==> config.mk <==
export PLATFORM = sky130hd
export DESIGN_NAME = mpsoc_dbg_jsp_wb_biu_sync
export DESIGN_NICKNAME = d
export VERILOG_FILES = /design/src/rtl/mpsoc_dbg_jsp_wb_biu_sync.sv
export SDC_FILE = /design/constraint.sdc
export NUM_CORES = 1
export LEC_CHECK = 0
export CAP_MARGIN = 0
export CORE_MARGIN = 4
export CORE_UTILIZATION = 55
export DETAILED_ROUTE_END_ITERATION = 10
export GPL_TIMING_DRIVEN = 0
export PLACE_DENSITY_LB_ADDON = 0.25
export SLEW_MARGIN = 20
export SYNTH_ARGS = -nofsm -noshare
export SYNTH_HDL_FRONTEND = slang
export SYNTH_SLANG_ARGS = --single-unit
==> constraint.sdc <==
create_clock -name wb_clk_i -period 4.3 [get_ports wb_clk_i]
set_clock_uncertainty 0.15 [all_clocks]
set_input_delay 0.86 -clock wb_clk_i [delete_from_list [all_inputs] [get_ports wb_clk_i]]
set_output_delay 0.86 -clock wb_clk_i [all_outputs]
set_load 0.01 [all_outputs]
==> src/rtl/mpsoc_dbg_jsp_wb_biu_sync.sv <==
// Wishbone slave for the JTAG serial port: two byte FIFOs between the debug host
// and a 16550-style register map, with interrupt identification and RX timeout.
module mpsoc_dbg_jsp_wb_biu_sync #(
  parameter  int DEPTH   = 16,
  parameter  int TIMEOUT = 1024,
  localparam int CW      = $clog2(DEPTH) + 1
) (
  input  logic          wb_clk_i,
  input  logic          wb_rst_i,
  input  logic [7:0]    dbg_wr_data_i,
  input  logic          dbg_wr_valid_i,
  output logic          dbg_wr_ready_o,
  output logic [7:0]    dbg_rd_data_o,
  output logic          dbg_rd_valid_o,
  input  logic          dbg_rd_ready_i,
  output logic [CW-1:0] dbg_bytes_avail_o,
  output logic [CW-1:0] dbg_bytes_free_o,
  input  logic          wb_cyc_i,
  input  logic          wb_stb_i,
  input  logic          wb_we_i,
  input  logic [2:0]    wb_adr_i,
  input  logic [7:0]    wb_dat_i,
  output logic [7:0]    wb_dat_o,
  output logic          wb_ack_o,
  output logic          wb_err_o,
  output logic          int_o
);

  localparam int AW = $clog2(DEPTH);
  localparam int TW = $clog2(TIMEOUT + 1);
  localparam logic [CW-1:0] DEPTH_C   = CW'(DEPTH);
  localparam logic [TW-1:0] TIMEOUT_C = TW'(TIMEOUT);
  localparam logic [TW-1:0] TO_LAST_C = TW'(TIMEOUT - 1);

  logic [7:0]    rx_mem [DEPTH];
  logic [7:0]    tx_mem [DEPTH];
  logic [AW-1:0] rx_rd_ptr_reg, rx_wr_ptr_reg, tx_rd_ptr_reg, tx_wr_ptr_reg;
  logic [CW-1:0] rx_cnt_reg, tx_cnt_reg, rx_cnt_next, tx_cnt_next;
  logic [3:0]    ier_reg;
  logic [7:0]    lcr_reg, dll_reg, dlm_reg, scr_reg;
  logic [1:0]    trig_sel_reg;
  logic          oe_reg, cto_reg, thre_arm_reg, ack_reg;
  logic [TW-1:0] to_cnt_reg;

  logic [CW-1:0] rx_trig;
  logic [7:0]    iir, lsr, rx_head;
  logic          dlab, wb_acc, wb_wr, wb_rd;
  logic          rbr_rd, thr_wr, dll_wr, ier_wr, dlm_wr, iir_rd, fcr_wr, lcr_wr, lsr_rd, scr_wr;
  logic          rx_full, rx_empty, tx_full, tx_empty;
  logic          rx_push, rx_pop, rx_clr, tx_push, tx_pop, tx_clr, tx_ovf;
  logic          rx_activity, to_run, arm_set, arm_clr;

  // Register side effects happen only in the ack cycle, while the master still holds the strobe.
  assign dlab   = lcr_reg[7];
  assign wb_acc = wb_cyc_i & wb_stb_i & ack_reg;
  assign wb_wr  = wb_acc & wb_we_i;
  assign wb_rd  = wb_acc & ~wb_we_i;

  assign rbr_rd = wb_rd & (wb_adr_i == 3'd0) & ~dlab;
  assign thr_wr = wb_wr & (wb_adr_i == 3'd0) & ~dlab;
  assign dll_wr = wb_wr & (wb_adr_i == 3'd0) & dlab;
  assign ier_wr = wb_wr & (wb_adr_i == 3'd1) & ~dlab;
  assign dlm_wr = wb_wr & (wb_adr_i == 3'd1) & dlab;
  assign iir_rd = wb_rd & (wb_adr_i == 3'd2);
  assign fcr_wr = wb_wr & (wb_adr_i == 3'd2);
  assign lcr_wr = wb_wr & (wb_adr_i == 3'd3);
  assign lsr_rd = wb_rd & (wb_adr_i == 3'd5);
  assign scr_wr = wb_wr & (wb_adr_i == 3'd7);

  assign rx_full  = (rx_cnt_reg == DEPTH_C);
  assign rx_empty = (rx_cnt_reg == '0);
  assign tx_full  = (tx_cnt_reg == DEPTH_C);
  assign tx_empty = (tx_cnt_reg == '0);

  assign rx_clr  = fcr_wr & wb_dat_i[1];
  assign rx_push = dbg_wr_valid_i & ~rx_full;
  assign rx_pop  = rbr_rd & ~rx_empty;
  assign tx_clr  = fcr_wr & wb_dat_i[2];
  assign tx_push = thr_wr & ~tx_full;
  assign tx_pop  = ~tx_empty & dbg_rd_ready_i;
  assign tx_ovf  = thr_wr & tx_full;

  always_comb begin
    rx_cnt_next = rx_cnt_reg;
    if (rx_clr)
      rx_cnt_next = '0;
    else if (rx_push & ~rx_pop)
      rx_cnt_next = rx_cnt_reg + 1'b1;
    else if (~rx_push & rx_pop)
      rx_cnt_next = rx_cnt_reg - 1'b1;
  end

  always_comb begin
    tx_cnt_next = tx_cnt_reg;
    if (tx_clr)
      tx_cnt_next = '0;
    else if (tx_push & ~tx_pop)
      tx_cnt_next = tx_cnt_reg + 1'b1;
    else if (~tx_push & tx_pop)
      tx_cnt_next = tx_cnt_reg - 1'b1;
  end

  always_comb begin
    case (trig_sel_reg)
      2'b00:   rx_trig = CW'(1);
      2'b01:   rx_trig = CW'(DEPTH / 4);
      2'b10:   rx_trig = CW'(DEPTH / 2);
      default: rx_trig = CW'(DEPTH - 2);
    endcase
  end

  // Timeout only runs while a partial batch below the trigger level sits idle.
  assign rx_activity = rx_push | rx_pop | rx_clr;
  assign to_run      = ~rx_empty & (rx_cnt_reg < rx_trig) & ~rx_activity;

  always_comb begin
    if (oe_reg & ier_reg[2])
      iir = 8'hC6;
    else if ((rx_cnt_reg >= rx_trig) & ier_reg[0])
      iir = 8'hC4;
    else if (cto_reg & ier_reg[0])
      iir = 8'hCC;
    else if (thre_arm_reg & ier_reg[1])
      iir = 8'hC2;
    else
      iir = 8'hC1;
  end

  assign arm_set = ((tx_pop | tx_clr) & (tx_cnt_next == '0)) |
                   (ier_wr & wb_dat_i[1] & ~ier_reg[1] & tx_empty);
  assign arm_clr = thr_wr | (iir_rd & (iir == 8'hC2));

  assign lsr     = {1'b0, tx_empty, ~tx_full, 3'b000, oe_reg, ~rx_empty};
  assign rx_head = rx_empty ? 8'h00 : rx_mem[rx_rd_ptr_reg];

  always_comb begin
    case (wb_adr_i)
      3'd0:    wb_dat_o = dlab ? dll_reg : rx_head;
      3'd1:    wb_dat_o = dlab ? dlm_reg : {4'h0, ier_reg};
      3'd2:    wb_dat_o = iir;
      3'd3:    wb_dat_o = lcr_reg;
      3'd4:    wb_dat_o = 8'h00;
      3'd5:    wb_dat_o = lsr;
      3'd6:    wb_dat_o = 8'hB0;
      default: wb_dat_o = scr_reg;
    endcase
  end

  always_ff @(posedge wb_clk_i) begin
    if (rx_push)
      rx_mem[rx_wr_ptr_reg] <= dbg_wr_data_i;
    if (tx_push)
      tx_mem[tx_wr_ptr_reg] <= wb_dat_i;
  end

  always_ff @(posedge wb_clk_i) begin
    if (wb_rst_i) begin
      rx_rd_ptr_reg <= '0;
      rx_wr_ptr_reg <= '0;
      tx_rd_ptr_reg <= '0;
      tx_wr_ptr_reg <= '0;
      rx_cnt_reg    <= '0;
      tx_cnt_reg    <= '0;
      ier_reg       <= '0;
      lcr_reg       <= '0;
      dll_reg       <= '0;
      dlm_reg       <= '0;
      scr_reg       <= '0;
      trig_sel_reg  <= 2'b00;
      oe_reg        <= 1'b0;
      cto_reg       <= 1'b0;
      thre_arm_reg  <= 1'b0;
      to_cnt_reg    <= '0;
      ack_reg       <= 1'b0;
    end else begin
      ack_reg    <= wb_cyc_i & wb_stb_i & ~ack_reg;
      rx_cnt_reg <= rx_cnt_next;
      tx_cnt_reg <= tx_cnt_next;

      if (rx_clr) begin
        rx_rd_ptr_reg <= '0;
        rx_wr_ptr_reg <= '0;
      end else begin
        if (rx_push) rx_wr_ptr_reg <= rx_wr_ptr_reg + 1'b1;
        if (rx_pop)  rx_rd_ptr_reg <= rx_rd_ptr_reg + 1'b1;
      end

      if (tx_clr) begin
        tx_rd_ptr_reg <= '0;
        tx_wr_ptr_reg <= '0;
      end else begin
        if (tx_push) tx_wr_ptr_reg <= tx_wr_ptr_reg + 1'b1;
        if (tx_pop)  tx_rd_ptr_reg <= tx_rd_ptr_reg + 1'b1;
      end

      if (ier_wr) ier_reg <= wb_dat_i[3:0];
      if (lcr_wr) lcr_reg <= wb_dat_i;
      if (dll_wr) dll_reg <= wb_dat_i;
      if (dlm_wr) dlm_reg <= wb_dat_i;
      if (scr_wr) scr_reg <= wb_dat_i;
      if (fcr_wr) trig_sel_reg <= wb_dat_i[7:6];

      if (tx_ovf)
        oe_reg <= 1'b1;
      else if (lsr_rd)
        oe_reg <= 1'b0;

      if (rx_activity)
        to_cnt_reg <= '0;
      else if (to_run && (to_cnt_reg != TIMEOUT_C))
        to_cnt_reg <= to_cnt_reg + 1'b1;

      if (rbr_rd | rx_push | rx_clr)
        cto_reg <= 1'b0;
      else if (to_run && (to_cnt_reg == TO_LAST_C))
        cto_reg <= 1'b1;

      if (arm_set)
        thre_arm_reg <= 1'b1;
      else if (arm_clr)
        thre_arm_reg <= 1'b0;
    end
  end

  assign dbg_wr_ready_o    = ~rx_full;
  assign dbg_rd_valid_o    = ~tx_empty;
  assign dbg_rd_data_o     = tx_empty ? 8'h00 : tx_mem[tx_rd_ptr_reg];
  assign dbg_bytes_avail_o = tx_cnt_reg;
  assign dbg_bytes_free_o  = DEPTH_C - rx_cnt_reg;
  assign wb_ack_o          = ack_reg;
  assign wb_err_o          = 1'b0;
  assign int_o             = (iir != 8'hC1);

endmodule

==> summary.txt, run 1 <==
Outcome
  • Status: complete, no violations

Synth
  • Area fraction of the dominant cell type after synthesis: 53.3%
  • Seq cells post-synth: 343
  • Sequential fraction of the synthesis area: 65.4%
  • EDFF count, synth: 256
  • Average cell area after synthesis: 15.2 um2
  • Net Count, Synth: 1002
  • Synth cell count leaders: sky130_fd_sc_hd__edfxtp_1 (256), sky130_fd_sc_hd__nor2_1 (109), sky130_fd_sc_hd__dfxtp_1 (87)
  • Cell with the most instances after synthesis: sky130_fd_sc_hd__edfxtp_1
  • Largest cells by area after synthesis: sky130_fd_sc_hd__edfxtp_1 (53%), sky130_fd_sc_hd__mux4_2 (12%), sky130_fd_sc_hd__dfxtp_1 (12%)
  • Warnings, synthesis: 0
  • Count of cell types in the netlist: 63
  • Top cell type by total area after synthesis: sky130_fd_sc_hd__edfxtp_1
  • Flip-flop cell with the highest count after synthesis: sky130_fd_sc_hd__edfxtp_1
  • Post-synth ARST share: 0%
  • Gate count after technology mapping: 948
  • Area of the mapped netlist: 14400 um2

Final layout
  • Area grow syn2layout: 15.9%
  • Fraction of the core area covered by cells at the end of the flow: 64.5%
  • Total inserted antenna cells: 0
  • Final-stage net count: 1099
  • Post-route cell area: 16700 um2
  • Non-Filler Instances: 1407
  • Ratio of cells with drive above 1 in the final layout: 18.0%

Detailed routing
  • Drt wl/cell: 21.6 um
  • Vias per inst: 5.87
  • Post-route antenna net violation count: 0
  • Detailed-routing iteration count for the pre-antenna-repair pass: 5
  • Count of unresolved DRC violations after routing: 0
  • Post-Route WL: 30400 um
  • Starting DRC count in detailed routing: 694
  • Total number of vias: 8262

Placed design
  • Area after DPL: 15500 um2
  • Post-Place Worst Slack: -0.366 ns
  • Routability-driven placement congestion ratio: 0.897
  • Post-placement cell count: 1342
  • Buffers added on ports: 53
  • Dpl hpwl: 20000 um

Global route
  • Residual overflow from global routing: 0
  • Number of antenna violations at the first check in global routing: 0
  • Via count of the first global-routing pass: 8369
  • Global-route usage over all layers: 21.5%
  • First-pass GRT wire length: 48100 um
  • Largest net degree at the start of global routing: 25

STA
  • Max Fclk: 0.237 GHz
  • Tcrit/Tclk final: 98.2%
  • Setup slack of the critical path after layout: 0.0762 ns
  • Transition at the pin with the smallest max-transition slack: 1.19 ns
  • Final critical path time including I/O delays and setup: 4.22 ns
  • WHS: 0.329 ns
  • Final hold vios: 0
  • Max transition margin: 20.4%
  • Fin. max-slew vios: 0
  • Final setup viols: 0
  • Setup total negative slack: 0 ns

Critical path
  • CP endpoint kind: output port
  • Worst endpoint data arrival time: 3.21 ns
  • Data required, critical path: 3.29 ns
  • Biggest fanout along the worst timing path: 10
  • Critical path class: input port to output port
  • Type of origin of the critical path: input port

Power
  • Overall power of the completed layout: 8.30 mW
  • VDD IR-drop max: 0.389 mV
  • P per Cell Area: 496 nW/um2
  • Leakage power figure: 5.65 nW

Die
  • DIE WIDTH: 170 um
  • Vertical die dimension: 170 um
  • Row Count: 59
  • Starting utilization of the core area: 55.7%
  • I/O pin count: 57
  • Placeable core area: 25900 um2
  • Total Die Area: 28900 um2

Hold path
  • Worst Hold Class: register to register

Clock tree
  • Clock latency on the worst-skew pair: 0.51 ns
  • Buffer levels on the longest clock path: 3
  • Clock edge transition at the registers on the reported setup and hold paths: 0.05 ns
  • Count of hold-fix buffers inserted at cts: 0
  • Number of buffers created by CTS: 36
  • Clock tree from TritonCTS: built
  • Clock root cell: sky130_fd_sc_hd__clkbuf_16
  • Maximum level of the CTS H-tree: 2
  • Postcts setup bufs: 0
  • Clk sink count: 343

Run
  • Max capacitance violation total: 0
## what timing repair did
item,CTS,global route
setup endpoints to repair,7,15
pin swaps,0,1
hold endpoints to repair,0,0
resized for setup,15,17
## area by class of cell
cell class	count	area, um2
plain buffers	51	272
clock buffers	50	992
clock inverters	15	163
fillers	1839	9200
inverters	31	116
multi-input cells	523	4730
flip-flops and latches	343	9430
well taps	335	419
repair buffers	59	587
## where the power goes
group          internal, mW  switching [mW]  total, mW
combinational         0.773           0.783       1.56
clock                  1.80            1.21       3.02
sequential             3.64          0.0850       3.72
## logic make-up (layout without fill, tap and decap cells)
group	count (synthesis)	count (layout)	share of synthesized area [%]
adders and majority gates	30	30	2.62
DFF	343	343	65.4
other	1	1	0.0260
muxes	122	122	15.3
and+or+nand+nor	254	254	8.43
xor gates and xnor gates	31	31	1.88
AOI/OAI and AO/OA	85	85	3.88
buffers and inverters	82	206	2.45
## worst max-delay path, cell delays in order
cell,delay [ns]
sky130_fd_sc_hd__clkdlybuf4s50_1,0.43
sky130_fd_sc_hd__clkbuf_2,0.23
sky130_fd_sc_hd__nor3b_2,0.34
sky130_fd_sc_hd__nand4_1,0.15
sky130_fd_sc_hd__nor3_2,0.23
sky130_fd_sc_hd__a311oi_1,0.12
sky130_fd_sc_hd__a21oi_1,0.26
sky130_fd_sc_hd__clkdlybuf4s50_1,0.59
## routing by layer
layer	track usage, %	part of all wire [%]	vias up
met2	34.7	49	296
met4	6.11	2.9	0
met5	0	0	-
li1	-	-	3822
met3	3.21	6.2	61
met1	31.0	42	4083
## worst paths after layout
check	cells past startpoint	start	slack (ns)	to
hold / removal	2	scr_reg[2]$_SDFFE_PP0P_	0.33	scr_reg[2]$_SDFFE_PP0P_
setup / recovery	8	wb_adr_i[2]	0.08	wb_dat_o[3]
setup reg to reg	14	rx_cnt_reg[0]$_SDFFE_PP0P_	0.49	rx_cnt_reg[4]$_SDFFE_PP0P_
hold reg to reg	2	scr_reg[2]$_SDFFE_PP0P_	0.33	scr_reg[2]$_SDFFE_PP0P_
## placed cells by master (no fill, tap or decap), types with 7 or more instances in the layout
cell                              count
sky130_fd_sc_hd__nand2_1             44
sky130_fd_sc_hd__xnor2_1             21
sky130_fd_sc_hd__o21ai_0             19
sky130_fd_sc_hd__edfxtp_1           256
sky130_fd_sc_hd__clkbuf_16           37
sky130_fd_sc_hd__nor4_1               9
sky130_fd_sc_hd__mux2i_1             41
sky130_fd_sc_hd__mux4_2              79
sky130_fd_sc_hd__nor2_1             107
sky130_fd_sc_hd__nor3_1               7
sky130_fd_sc_hd__clkinv_2             8
sky130_fd_sc_hd__nor3_2               9
sky130_fd_sc_hd__nand2b_1             7
sky130_fd_sc_hd__and2_1               9
sky130_fd_sc_hd__buf_4                8
sky130_fd_sc_hd__clkdlybuf4s50_1     50
sky130_fd_sc_hd__buf_2                8
sky130_fd_sc_hd__inv_1               31
sky130_fd_sc_hd__dfxtp_1             85
sky130_fd_sc_hd__nand3_1             19
sky130_fd_sc_hd__nand4_1             10
sky130_fd_sc_hd__xor2_1              10
sky130_fd_sc_hd__nor2b_1              8
sky130_fd_sc_hd__clkbuf_1            33
sky130_fd_sc_hd__clkbuf_4             7
sky130_fd_sc_hd__ha_1                26
sky130_fd_sc_hd__a21oi_1             23
Note: power is estimated with default switching activity, not from simulation.
==> inputs of run 2 (changes only) <==
--- a/config.mk
+++ b/config.mk
@@ -11,7 +11,8 @@
 export DETAILED_ROUTE_END_ITERATION = 10
 export GPL_TIMING_DRIVEN = 0
 export PLACE_DENSITY_LB_ADDON = 0.25
-export SLEW_MARGIN = 20
+export RECOVER_POWER = 50
 export SYNTH_ARGS = -nofsm -noshare
 export SYNTH_HDL_FRONTEND = slang
 export SYNTH_SLANG_ARGS = --single-unit
+export TNS_END_PERCENT = 5
==> summary.txt, run 2 (synthesis results as in run 1) <==
Final layout
  • Final-stage net count: 1098
  • Ratio of cells with drive above 1 in the final layout: 17.4%
  • Leading cell type in the layout, fill and taps excluded: sky130_fd_sc_hd__edfxtp_1
  • Total inserted antenna cells: 0
  • Most frequent cells in the layout: sky130_fd_sc_hd__edfxtp_1 (256), sky130_fd_sc_hd__nor2_1 (109), sky130_fd_sc_hd__dfxtp_1 (86), sky130_fd_sc_hd__mux4_2 (79), sky130_fd_sc_hd__nand2_1 (44)
  • Post-route cell area: 16700 um2
  • Non-Filler Instances: 1407
  • Fill count: 1844
  • Area grow syn2layout: 15.5%
  • Fraction of the core area covered by cells at the end of the flow: 64.3%

Die
  • Placeable core area: 25900 um2
  • DIE WIDTH: 170 um
  • Starting utilization of the core area: 55.7%
  • Vertical die dimension: 170 um
  • Row Count: 59
  • I/O pin count: 57
  • Total Die Area: 28900 um2

Clock tree
  • Buffer levels on the longest clock path: 3
  • Clock edge transition at the registers on the reported setup and hold paths: 0.05 ns
  • Clock tree from TritonCTS: built
  • Maximum level of the CTS H-tree: 2
  • Clk sink count: 343
  • Clock latency on the worst-skew pair: 0.52 ns
  • Number of buffers created by CTS: 36
  • Count of hold-fix buffers inserted at cts: 0
  • Clock root cell: sky130_fd_sc_hd__clkbuf_16

Power
  • Proportion of power drawn by flip-flops and latches: 45.5%
  • P per Cell Area: 491 nW/um2
  • Net switching share of the total power: 25.7%
  • Power spent charging and discharging nets: 2.10 mW
  • Internal Dissipation: 6.08 mW
  • Leakage power figure: 5.65 nW
  • VDD IR-drop max: 0.404 mV
  • Share of power burned in combinational logic: 18.9%
  • Clock share of power: 35.7%

STA
  • Final critical path time including I/O delays and setup: 4.23 ns
  • Max Fclk: 0.236 GHz
  • RSZ-0062 raised after global routing: true
  • Final hold vios: 0
  • Fin. max-slew vios: 0
  • Final setup viols: 0
  • Transition at the pin with the smallest max-transition slack: 1.14 ns
  • Max transition margin: 23.7%
  • Tcrit/Tclk final: 98.4%
  • Setup slack of the critical path after layout: 0.0684 ns

Placed design
  • Post-placement cell count: 1339
  • Post-Place Worst Slack: -0.354 ns
  • Buffers added on ports: 53
  • Area after DPL: 15400 um2
  • Routability-driven placement congestion ratio: 0.897
  • Dpl hpwl: 19800 um

Detailed routing
  • Post-Route WL: 30200 um
  • Starting DRC count in detailed routing: 764
  • Vias per inst: 5.86
  • Drt wl/cell: 21.4 um
  • Detailed-routing iteration count for the pre-antenna-repair pass: 7
  • Count of unresolved DRC violations after routing: 0
  • Post-route antenna net violation count: 0
  • Total number of vias: 8245

Hold path
  • Worst Hold Class: register to register
  • Worst hold path startpoint: scr_reg[2]$_SDFFE_PP0P_
  • Instance count along the most critical hold path: 2
  • WHS Endpoint: scr_reg[2]$_SDFFE_PP0P_

Critical path
  • Crit-path cells: clkdlybuf4s50_1, buf_4, inv_1, mux4_2, o21ai_0, a21oi_1, o21ai_2, clkdlybuf4s50_1
  • Worst endpoint data arrival time: 3.22 ns
  • Cell mode on critical path: sky130_fd_sc_hd__clkdlybuf4s50_1
  • Highest cell delay on the worst timing path: 0.57 ns
  • Slowest library cell on the worst path: sky130_fd_sc_hd__clkdlybuf4s50_1
  • Type of origin of the critical path: input port
  • Biggest fanout along the worst timing path: 10
  • FF-to-FF setup slack: 0.40 ns
  • Reg2reg path depth: 14
  • Endpoint of the worst register-to-register path: rx_cnt_reg[4]$_SDFFE_PP0P_
  • CP endpoint kind: output port
  • Data required, critical path: 3.29 ns
  • Critical path class: input port to output port
  • Crit Reg-Reg Startpoint: rx_cnt_reg[0]$_SDFFE_PP0P_

Outcome
  • Status: complete, no violations

Global route
  • First-pass GRT wire length: 47600 um
  • Number of antenna violations at the first check in global routing: 0
  • Largest net degree at the start of global routing: 25
  • Residual overflow from global routing: 0
  • Via count of the first global-routing pass: 8257
  • Global-route usage over all layers: 21.4%

Run
  • Max capacitance violation total: 0
[run 2: area by class of cell]
cell class	instances	area [um2]	area share, %
Sequential cell	343	9430	56.6
Multi-Input combinational cell	523	4710	28.3
Clock buffer	51	1020	6.14
Timing Repair Buffer	58	577	3.46
Tap cell	335	419	2.52
Buffer	51	274	1.64
Inverter	31	116	0.698
Clock inverter	15	113	0.676
[run 2: worst max-delay path by stage]
stage	from	end	slack [ns]	cells past startpoint
floorplan	wb_adr_i[1]	rx_cnt_reg[4]$_SDFFE_PP0P_	0.61	12
finish	wb_adr_i[0]	wb_dat_o[1]	0.07	8
detailed placement	wb_adr_i[2]	wb_dat_o[5]	-0.35	8
global route	wb_adr_i[2]	wb_dat_o[5]	-0.04	8
CTS	rx_cnt_reg[0]$_SDFFE_PP0P_	wb_dat_o[4]	-0.04	9
global placement	wb_adr_i[2]	wb_dat_o[5]	-0.39	8
[run 2: per-stage QoR]
step           setup TNS, ns  power [mW]  hold slack [ns]
2_1_floorplan              0        4.73            0.298
3_3_place_gp           -3.39        5.31            0.308
3_5_place_dp           -1.30        5.33            0.320
4_1_cts              -0.0426        8.26            0.327
5_1_grt              -0.0775        8.54            0.349
6_report                   0        8.18            0.327
[run 2: power groups by stage]
stage / sequential [mW] / clock, mW / combinational, mW
4_1_cts: 3.72 / 2.96 / 1.57
2_1_floorplan: 3.78 / 0 / 0.953
6_report: 3.72 / 2.92 / 1.55
5_1_grt: 3.73 / 3.12 / 1.69
3_5_place_dp: 3.79 / 0 / 1.55
3_3_place_gp: 3.79 / 0 / 1.52
[run 2: repair_timing]
item	4_1_cts	5_1_grt
endpoints found under the hold margin	0	0
resized for setup	20	12
pin swaps	0	2
endpoints found under the setup margin	10	7
buffers inserted	0	2
[run 2: layer usage]
layer	wire length (um)	part of all wire [%]	up-vias	GRT usage, %
met5	0	0	-	0
met2	14900	49	257	35.0
met4	664	2.2	0	5.31
met1	12900	43	4126	30.5
met3	1650	5.5	46	3.69
li1	-	-	3816	-
[run 2: critical path: cells and delay by family]
kind / cells / cell delay (ns)
AOI/OAI and AO/OA: 3 / 0.48
muxes: 1 / 0.49
buffers and inverters: 4 / 1.38
